<file path="config.mk">
export PLATFORM = sky130hd
export DESIGN_NAME = pcie_sram_arbiter
export DESIGN_NICKNAME = d
export VERILOG_FILES = /design/src/rtl/pcie_sram_arbiter.sv
export SDC_FILE = /design/constraint.sdc
export NUM_CORES = 1
export LEC_CHECK = 0
export BUFFER_PORTS_ARGS = -buffer_cell sky130_fd_sc_hd__buf_2
export CORE_AREA = 2 2 419 421
export DETAILED_ROUTE_END_ITERATION = 16
export DIE_AREA = 0 0 421 423
export SLEW_MARGIN = 25
export SYNTH_ARGS = -nofsm -noshare
export SYNTH_HDL_FRONTEND = slang
export SYNTH_SLANG_ARGS = --single-unit
</file>
<file path="constraint.sdc">
create_clock -name clk -period 1.7 [get_ports clk]
set_input_delay 0.085 -clock clk [delete_from_list [all_inputs] [get_ports clk]]
set_output_delay 0.085 -clock clk [all_outputs]
set_load 0.05 [all_outputs]
</file>
<file path="src/rtl/pcie_sram_arbiter.sv">
// Two-client (read/write) arbiter in front of a single-port SRAM.
// Grants are combinational. Bursts lock the SRAM to one client; a lock is cut short after MAX_LOCK beats if the other client waits.
module pcie_sram_arbiter #(
  parameter int ADDR_W   = 10,
  parameter int DATA_W   = 256,
  parameter int MAX_LOCK = 16
) (
  input  logic              clk,
  input  logic              rst_n,
  input  logic              rd_req,
  input  logic [ADDR_W-1:0] rd_addr,
  input  logic              rd_last,
  output logic              rd_gnt,
  output logic              rd_rvalid,
  output logic [DATA_W-1:0] rd_rdata,
  input  logic              wr_req,
  input  logic [ADDR_W-1:0] wr_addr,
  input  logic [DATA_W-1:0] wr_data,
  input  logic              wr_last,
  output logic              wr_gnt,
  output logic              sram_en,
  output logic              sram_we,
  output logic [ADDR_W-1:0] sram_addr,
  output logic [DATA_W-1:0] sram_wdata,
  input  logic [DATA_W-1:0] sram_rdata
);

  typedef enum logic [1:0] {ARB, LOCK_RD, LOCK_WR} state_t;

  localparam logic       WINNER_RD = 1'b0;
  localparam logic       WINNER_WR = 1'b1;
  localparam logic [7:0] LOCK_LIMIT = 8'(MAX_LOCK - 1);

  state_t     r_state;
  logic       r_last_winner;
  logic [7:0] r_lock_cnt;
  logic       r_rvalid;

  logic w_rd_sel;
  logic w_wr_sel;
  logic w_rd_gnt;
  logic w_wr_gnt;
  logic w_beat_last;
  logic w_other_req;
  logic w_release;

  always_comb begin
    w_rd_sel = 1'b0;
    w_wr_sel = 1'b0;
    case (r_state)
      ARB: begin
        if (rd_req && wr_req) begin
          w_rd_sel = (r_last_winner == WINNER_WR);
          w_wr_sel = (r_last_winner == WINNER_RD);
        end else begin
          w_rd_sel = rd_req;
          w_wr_sel = wr_req;
        end
      end
      LOCK_RD: w_rd_sel = rd_req;
      LOCK_WR: w_wr_sel = wr_req;
      default: ;
    endcase
  end

  // Grants are forced low while reset is asserted, not just after the next edge.
  assign w_rd_gnt = rst_n & w_rd_sel;
  assign w_wr_gnt = rst_n & w_wr_sel;

  // lock_cnt is always 0 in ARB, so the same release test covers lock entry and continuation.
  assign w_beat_last = w_rd_gnt ? rd_last : wr_last;
  assign w_other_req = w_rd_gnt ? wr_req : rd_req;
  assign w_release   = w_beat_last || ((r_lock_cnt == LOCK_LIMIT) && w_other_req);

  always_ff @(posedge clk or negedge rst_n) begin
    if (!rst_n) begin
      r_state       <= ARB;
      r_last_winner <= WINNER_WR;
      r_lock_cnt    <= 8'd0;
      r_rvalid      <= 1'b0;
    end else begin
      r_rvalid <= w_rd_gnt;
      if (w_rd_gnt || w_wr_gnt) begin
        r_last_winner <= w_wr_gnt ? WINNER_WR : WINNER_RD;
        if (w_release) begin
          r_state    <= ARB;
          r_lock_cnt <= 8'd0;
        end else begin
          r_state <= w_rd_gnt ? LOCK_RD : LOCK_WR;
          if (r_lock_cnt != 8'hFF) begin
            r_lock_cnt <= r_lock_cnt + 8'd1;
          end
        end
      end
    end
  end

  assign rd_gnt     = w_rd_gnt;
  assign wr_gnt     = w_wr_gnt;
  assign rd_rvalid  = r_rvalid;
  assign rd_rdata   = r_rvalid ? sram_rdata : '0;
  assign sram_en    = w_rd_gnt | w_wr_gnt;
  assign sram_we    = w_wr_gnt;
  assign sram_addr  = w_wr_gnt ? wr_addr : (w_rd_gnt ? rd_addr : '0);
  assign sram_wdata = w_wr_gnt ? wr_data : '0;

endmodule

</file>
==> results_dict.tcl, run 1 <==
set metrics [dict create \
    synth-edff-count 0 \
    placed_cell_area_um2 18070 \
    row_count 153 \
    cts_root_buf "clkbuf_16" \
    whs_ps 25.53 \
    leakage_nw 8.962 \
    final_cell_mix "631 x buf_2, 367 x buf_12, 276 x and2_1, 227 x and2_4, 47 x buf_8" \
    clockBufferDepth 2 \
    core_um2 173200 \
    synth-async-reset-ratio_pct 100.0 \
    hp-class "input port to async pin" \
    start_kind "flip-flop" \
    design_area_um2 20400 \
    ys.flop_type "dfrtp_1" \
    grt-ovfl-total 0 \
    slew_headroom_pct 69.72 \
    yosys_warnings 0 \
    rsz0062_at_grt "yes" \
    cts_made_buffers 3 \
    wl_met3_mm 18.35 \
    cp_max_fo 5 \
    tns_ps -48260 \
    met2_length_mm 81.24 \
    finalMaxSlewViolations 0 \
    required_ps 1620 \
    clkLatencyLatePin_ps 240 \
    synth_seq_cells 12 \
    num_io_pins 1065 \
    power_mw 16.68 \
    final_util_pct 11.77 \
    fin_ws_ps -289.4 \
    htree_levels 1 \
    cp-end-kind "output port" \
    violations "negative setup slack" \
    grtUsageTotal_pct 17.57 \
    path_class "flip-flop to output port" \
    vias 10670 \
    syn_area_um2 4453 \
    n_fill_cell 19890 \
    yosysTopAreaCell "and2_1" \
    hold_viol_final 0 \
    syn_to_final_growth_pct 358.1 \
    syn_inst 656 \
    min_period_ps 1989 \
    routedWlPerCell_um 40.13 \
    die_area_um2 178100 \
    vias_per_cell 2.587 \
    dpl.cell_count 4031 \
    powerDensity_nw_per_um2 817.9 \
    drive_gt1_share_pct 80.72 \
    setup_viol 281 \
    fin_skew_ps 1.588 \
    irDropWorstVdd_v 0.0003260 \
    die_x_um 421 \
    status "finished, violations left" \
    dp_hpwl_mm 155.0 \
    synth_top_area_share_pct 71.93 \
    maxCapViolCount 0 \
    die_h_um 423 \
    tightest_slew_ps 457.3 \
    firstDrtPassIters 5 \
    clk_pin_slew_ps 40 \
    cp_data_arrival_time_ps 1900 \
    drtIter0Drc 631 \
    wl_met1_mm 61.81 \
    clkSinkCount 12 \
    synth.net_count 1195 \
    yosysSeqAreaShare_pct 6.772 \
    pre_cts_slack_ps -268.5 \
    gp_congestion 1.004 \
    multi_input_area_um2 4384 \
    grt_pass1_vias 9646 \
    finalCritPeriodShare_pct 117.0 \
    synth_cell_types 40 \
    initial_core_util_pct 2.570 \
    drc 0 \
    clock.fmax_ghz 0.5027 \
    layout_commonest_cell "buf_2" \
    grt_pass1_wl_mm 186.1 \
    antenna_found_initial 327 \
    routed_wl_mm 165.5 \
    finalNetCount 2283 \
    top_layer "met5" \
    synth.area.top_cells "and2_1 72%, dfrtp_1 6.2%, buf_6 5.8%" \
    grt_max_degree 77 \
    seqCellArea_um2 305.3 \
    cts_tree "built" \
    instances_no_fill 4124 \
    final_antenna_net_count 0 \
    avgSynthCellArea_um2 6.788 \
    port-buffer-count 1064 \
]
==> critical path, cell delays in order, from the launching register on <==
cell,delay (ps)
dfrtp_1,360
and2b_1,230
a21o_4,190
buf_12,170
clkinv_16,90
buf_16,160
buf_12,130
and2_4,160
buf_12,140
==> what timing repair did <==
item | CTS | global route
endpoints found under the hold margin | 11 | 0
pin swaps | 7 | 45
endpoints found under the setup margin | 324 | 351
hold buffers | 2 | 0
cloned | 8 | 14
buffers inserted | 8 | 6
resized for setup | 305 | 240
==> final timing paths <==
path	from	cells past startpoint	to	slack, ps
max in group asynchronous	rst_n	3	rd_rvalid$_DFF_PN0_	1080
max reg2reg	r_last_winner$_DFFE_PN1P_	6	r_lock_cnt[3]$_DFFE_PN0P_	-70
min	rst_n	2	r_last_winner$_DFFE_PN1P_	30
max	r_state[1]$_DFFE_PN0P_	8	sram_wdata[121]	-290
min reg2reg	r_state[1]$_DFFE_PN0P_	3	r_state[1]$_DFFE_PN0P_	590
min in group clk	rd_last	3	r_state[0]$_DFFE_PN0P_	210
==> routing by layer <==
layer | global-route usage, % | up-vias
met3 | 8.606 | 404
met2 | 31.22 | 1012
li1 | - | 4272
met4 | 1.139 | 186
met5 | 0 | -
met1 | 19.55 | 4796
==> registers in the layout (all words and copies together) (netlist names) <==
signal	cells
r_last_winner	1
r_state	2
rd_rvalid	1
r_lock_cnt	8
==> where the power goes <==
group	leakage, nW	internal (mW)	switching (mW)
Sequential	0.157	0.370	0.0853
Combinational	8.76	6.46	9.28
Clock	0.0445	0.356	0.129
==> kinds of logic (layout without fill, tap and decap cells) <==
logic type / Yosys count / after routing / synth area share (%)
AND/OR/NAND/NOR: 547 / 547 / 76.93
adder cells (fa/ha/maj): 1 / 1 / 0.2809
buffers and inverters: 65 / 1152 / 9.918
flip-flops: 12 / 12 / 6.772
other: 0 / 56 / 0
AO/OA/AOI/OAI: 31 / 31 / 6.097
==> Yosys cell counts (3+ instances only) <==
cell and n:
and2_1 512, clkbuf_1 29, buf_6 23, a22o_1 11
dfrtp_1 11, nand2_1 6, nand3_1 6, nor2_1 6
nor3_1 6, buf_4 4, inv_1 3, o21ai_0 3
==> final cells by class <==
class                      instances  area share, %
antenna                           56         0.6870
clock buffer                       4         0.4355
inverter                           5         0.1533
multi-input combinational        579          21.49
sequential                        12          1.497
tap                             2325          14.26
timing repair buffer            1141          61.25
timing repair inverter             2         0.2270
No activity file was read; power rests on OpenSTA's default activity.
==> run 2: changes to the inputs <==
--- a/config.mk
+++ b/config.mk
@@ -6,9 +6,11 @@
 export NUM_CORES = 1
 export LEC_CHECK = 0
 export BUFFER_PORTS_ARGS = -buffer_cell sky130_fd_sc_hd__buf_2
-export CORE_AREA = 2 2 419 421
+export CORE_AREA = 2 2 414 416
 export DETAILED_ROUTE_END_ITERATION = 16
-export DIE_AREA = 0 0 421 423
+export DIE_AREA = 0 0 416 418
+export GPL_ROUTABILITY_DRIVEN = 0
+export PLACE_DENSITY = 0.3
 export SLEW_MARGIN = 25
 export SYNTH_ARGS = -nofsm -noshare
 export SYNTH_HDL_FRONTEND = slang
==> constraint.sdc (replaced) <==
create_clock -name clk -period 2.4 [get_ports clk]
set_input_delay 0.12 -clock clk [delete_from_list [all_inputs] [get_ports clk]]
set_output_delay 0.12 -clock clk [all_outputs]
set_load 0.05 [all_outputs]
==> results_dict.tcl, run 2 (synthesis results as in run 1) <==
set metrics [dict create \
    syn_to_final_growth_pct 231.0 \
    clk_pin_slew_ps 40 \
    clkSinkCount 12 \
    layout_commonest_cell "buf_2" \
    htree_levels 1 \
    antenna_found_initial 316 \
    largest_register_ffs 8 \
    finalCritPeriodShare_pct 93.48 \
    drive_gt1_share_pct 65.42 \
    leakage_nw 7.352 \
    die_area_um2 173900 \
    cts_root_buf "clkbuf_16" \
    routedWlPerCell_um 34.05 \
    grt_pass1_vias 9121 \
    num_io_pins 1065 \
    setup_viol 0 \
    drtIter0Drc 474 \
    fin_skew_ps 3.324 \
    die_x_um 416 \
    hp-class "input port to flip-flop" \
    finalNetCount 2223 \
    multi_input_area_um2 3712 \
    hold_viol_final 0 \
    post_cts_buffers 0 \
    rsz0062_at_grt "no" \
    min_period_ps 2244 \
    powerDensity_nw_per_um2 582.6 \
    slew_headroom_pct 66.78 \
    core_um2 169100 \
    reg.largest.list "r_lock_cnt x8, r_state x2" \
    grtUsageTotal_pct 14.70 \
    vias 10040 \
    placed_cell_area_um2 14500 \
    final_cell_mix "923 x buf_2, 512 x and2_1, 149 x buf_12, 11 x a22o_1" \
    status "finished, final reports clean" \
    port-buffer-count 1064 \
    clock.fmax_ghz 0.4457 \
    instances_no_fill 3961 \
    r2r_setup_slack_ps 710 \
    seqCellArea_um2 305.3 \
    dp_hpwl_mm 129.7 \
    cp_max_fo 66 \
    whs_ps 261.3 \
    routed_wl_mm 134.9 \
    grt_max_degree 68 \
    row_count 151 \
    tightest_slew_ps 501.7 \
    cts_tree "built" \
    n_fill_cell 19870 \
    irDropWorstVdd_v 0.0002044 \
    initial_core_util_pct 2.633 \
    power_mw 8.587 \
    finalMaxSlewViolations 0 \
    drc 0 \
    vias_per_cell 2.534 \
    design_area_um2 14740 \
    cp_data_arrival_time_ps 2120 \
    dpl.cell_count 3896 \
    pre_cts_slack_ps 302.6 \
    maxCapViolCount 0 \
    clkLatencyLatePin_ps 240 \
    regMostFlops "r_lock_cnt" \
    final_util_pct 8.717 \
    required_ps 2280 \
    cp-end-kind "output port" \
    grt-ovfl-total 0 \
    clockBufferDepth 2 \
    cts_made_buffers 3 \
    die_h_um 418 \
    tns_ps 0 \
    path_class "flip-flop to output port" \
    grt_pass1_wl_mm 153.4 \
    fin_ws_ps 156.5 \
    firstDrtPassIters 4 \
    final_antenna_net_count 0 \
    start_kind "flip-flop" \
]
[run 2: cell count changes in the layout (fill, tap and decap cells not counted), sizes merged]
cell	delta
buf	-46
clkbuf	-11
diode	+4
dlygate4sd3	-1
clkinv	-2
[run 2: power by group]
group | internal (mW) | switching, mW
Combinational | 2.33 | 5.62
Clock | 0.224 | 0.0946
Sequential | 0.262 | 0.0628
[run 2: final cells by class]
cell class	count	area share, %
diodes	60	1.019
clock buffers	4	0.5348
inverters	5	0.2122
multi-input cells	579	25.18
flip-flops and latches	12	2.071
well taps	2218	18.83
repair buffers	1083	52.15
[run 2: worst max-delay path, cell delays in order (launching register included)]
cell and delay [ps]:
dfrtp_1 420, nor2b_4 160, nand2_1 90, a21o_2 260
clkinv_8 170, buf_12 260, and2_1 180, buf_2 270
[run 2: final timing paths]
check | startpoint | end | cells after the start
max | r_state[0]$_DFFE_PN0P_ | sram_wdata[112] | 7
max in group asynchronous | rst_n | r_last_winner$_DFFE_PN1P_ | 3
min reg2reg | r_last_winner$_DFFE_PN1P_ | r_last_winner$_DFFE_PN1P_ | 2
min in group asynchronous | rst_n | r_lock_cnt[4]$_DFFE_PN0P_ | 3
min | rd_last | r_state[0]$_DFFE_PN0P_ | 3
max reg2reg | r_lock_cnt[1]$_DFFE_PN0P_ | r_lock_cnt[4]$_DFFE_PN0P_ | 5
[run 2: per-layer routing]
| metal | routed length (um) | GRT usage [%] | vias to the layer above | part of all wire (%) |
|---|---|---|---|---|
| li1 | - | - | 4147 | - |
| met5 | 1333 | 0 | - | 0.99 |
| met2 | 67610 | 26.64 | 902 | 50 |
| met1 | 41160 | 13.29 | 4368 | 31 |
| met3 | 22250 | 11.49 | 418 | 16 |
| met4 | 2524 | 1.153 | 204 | 1.9 |
[run 2: what timing repair did]
item,in CTS,in global routing
gates resized for setup,0,1
hold buffers,1,0
endpoints found under the hold margin,11,0
endpoints found under the setup margin,0,96
==> run 3: changes to the inputs <==
--- a/config.mk
+++ b/config.mk
@@ -5,7 +5,7 @@
 export SDC_FILE = /design/constraint.sdc
 export NUM_CORES = 1
 export LEC_CHECK = 0
-export BUFFER_PORTS_ARGS = -buffer_cell sky130_fd_sc_hd__buf_2
+export BUFFER_PORTS_ARGS = -buffer_cell sky130_fd_sc_hd__buf_4
 export CORE_AREA = 2 2 414 416
 export DETAILED_ROUTE_END_ITERATION = 16
 export DIE_AREA = 0 0 416 418
==> results_dict.tcl, run 3 (synthesis results as in run 1) <==
set metrics [dict create \
    slowest_delay_ps 420 \
    required_ps 2280 \
    die_x_um 416 \
    slew_headroom_pct 77.00 \
    initial_core_util_pct 2.633 \
    grt_max_degree 113 \
    layout_commonest_cell "buf_4" \
    largest_register_ffs 8 \
    cts_tree "built" \
    grt-ovfl-total 0 \
    cp_slowest_cell "dfrtp_1" \
    vias 9857 \
    regMostFlops "r_lock_cnt" \
    powerDensity_nw_per_um2 554.7 \
    htree_levels 1 \
    maxCapViolCount 0 \
    num_io_pins 1065 \
    finalNetCount 2218 \
    antenna_found_initial 226 \
    die_h_um 418 \
    clkSinkCount 12 \
    finalCritPeriodShare_pct 92.49 \
    irDropWorstVdd_v 0.0001686 \
    rsz0062_at_grt "no" \
    hold_viol_final 0 \
    finalMaxSlewViolations 0 \
    grt_pass1_vias 9158 \
    dp_hpwl_mm 131.0 \
    final_cell_mix "1,068 x buf_4, 512 x and2_1, 11 x a22o_1, 10 x dfrtp_1, 7 x buf_12" \
    drc 0 \
    port-buffer-count 1064 \
    drtIter0Drc 499 \
    whs_ps 278.2 \
    grtUsageTotal_pct 14.96 \
    clock.fmax_ghz 0.4505 \
    tns_ps 0 \
    cts_root_buf "clkbuf_16" \
    cp_max_fo 56 \
    final_antenna_net_count 0 \
    vias_per_cell 2.515 \
    firstDrtPassIters 4 \
    clk_pin_slew_ps 40 \
    syn_to_final_growth_pct 240.9 \
    pre_cts_slack_ps 322.8 \
    drive_gt1_share_pct 65.32 \
    hp-class "input port to flip-flop" \
    status "finished, final reports clean" \
    cp_data_arrival_time_ps 2100 \
    routedWlPerCell_um 35.18 \
    routed_wl_mm 137.9 \
    die_area_um2 173900 \
    leakage_nw 7.385 \
    power_mw 8.419 \
    fin_ws_ps 180.1 \
    crit_chain "nor2b_4 -> nand2_1 -> a21o_2 -> inv_8 -> buf_16 -> and2_1 -> buf_4" \
    path_class "flip-flop to output port" \
    start_kind "flip-flop" \
    min_period_ps 2220 \
    setup_viol 0 \
    cp-end-kind "output port" \
    fin_skew_ps 6.998 \
    n_fill_cell 19910 \
    cts_made_buffers 3 \
    reg.largest.list "r_lock_cnt x8, r_state x2" \
    grt_pass1_wl_mm 156.8 \
    clkLatencyLatePin_ps 240 \
    core_um2 169100 \
    tightest_slew_ps 344.9 \
    row_count 151 \
    clockBufferDepth 2 \
]
-- run 3: changes by cell type in the layout (fill, tap and decap cells not counted) --
cell,delta
buf_12,-142
clkbuf_16,+1
buf_16,+1
inv_8,+1
clkinv_8,-1
buf_2,-923
buf_4,+1058
diode_2,-36
-- run 3: final cells by class --
type                            instances  area, um^2  share of cell area [%]
Sequential cell                        12       305.3                   2.011
Clock buffer                            4       78.83                  0.5193
Tap cell                             2218        2775                   18.28
Inverter                                5       26.28                  0.1731
Multi-Input combinational cell        579        3712                   24.46
Timing Repair Buffer                 1078        8220                   54.16
Antenna cell                           24       60.06                  0.3957
-- run 3: final timing paths --
check / from / slack [ps] / cells after the start / to
max in group asynchronous: rst_n / 1720 / 3 / r_last_winner$_DFFE_PN1P_
setup reg to reg: r_lock_cnt[1]$_DFFE_PN0P_ / 740 / 5 / r_lock_cnt[7]$_DFFE_PN0P_
min in group asynchronous: rst_n / 410 / 3 / r_lock_cnt[7]$_DFFE_PN0P_
setup / recovery: r_state[0]$_DFFE_PN0P_ / 180 / 7 / sram_wdata[217]
hold reg to reg: r_last_winner$_DFFE_PN1P_ / 490 / 2 / r_last_winner$_DFFE_PN1P_
hold / removal: rd_last / 280 / 3 / r_state[0]$_DFFE_PN0P_
-- run 3: routing by layer --
layer  GRT usage (%)  routed length [um]  up-vias
li1                -                   -     4085
met4          0.8752                1982      184
met3           9.399               18800      328
met2           27.53               70400      769
met5               0                1171        -
met1           14.71               45560     4491
-- run 3: repair_timing --
action / in CTS / in global routing
hold endpoints to repair: 11 / 0
endpoints found under the setup margin: 0 / 2
resized for setup: 0 / 1
hold buffers: 1 / 0
setup buffers: 0 / 0
-- run 3: through the flow --
step	area (um^2)	utilization [%]	instances
2_1_floorplan	4453	-	656
3_3_place_gp	15000	8.869	3890
3_5_place_dp	15000	8.869	3890
4_1_cts	15090	8.922	3895
5_1_grt	15130	8.947	3900
6_report	15180	8.976	3920
-- run 3: power by group --
group | internal (mW) | switching [mW] | total (mW)
logic | 2.33 | 5.42 | 7.75
clock network | 0.225 | 0.0976 | 0.322
registers | 0.262 | 0.0843 | 0.346
-- run 3: critical path: cells and delay by family, from the launching register on --
kind            cells  cell delay, ps
buf+inv             3             640
simple gates        3             460
compound gates      1             240
flops               1             420
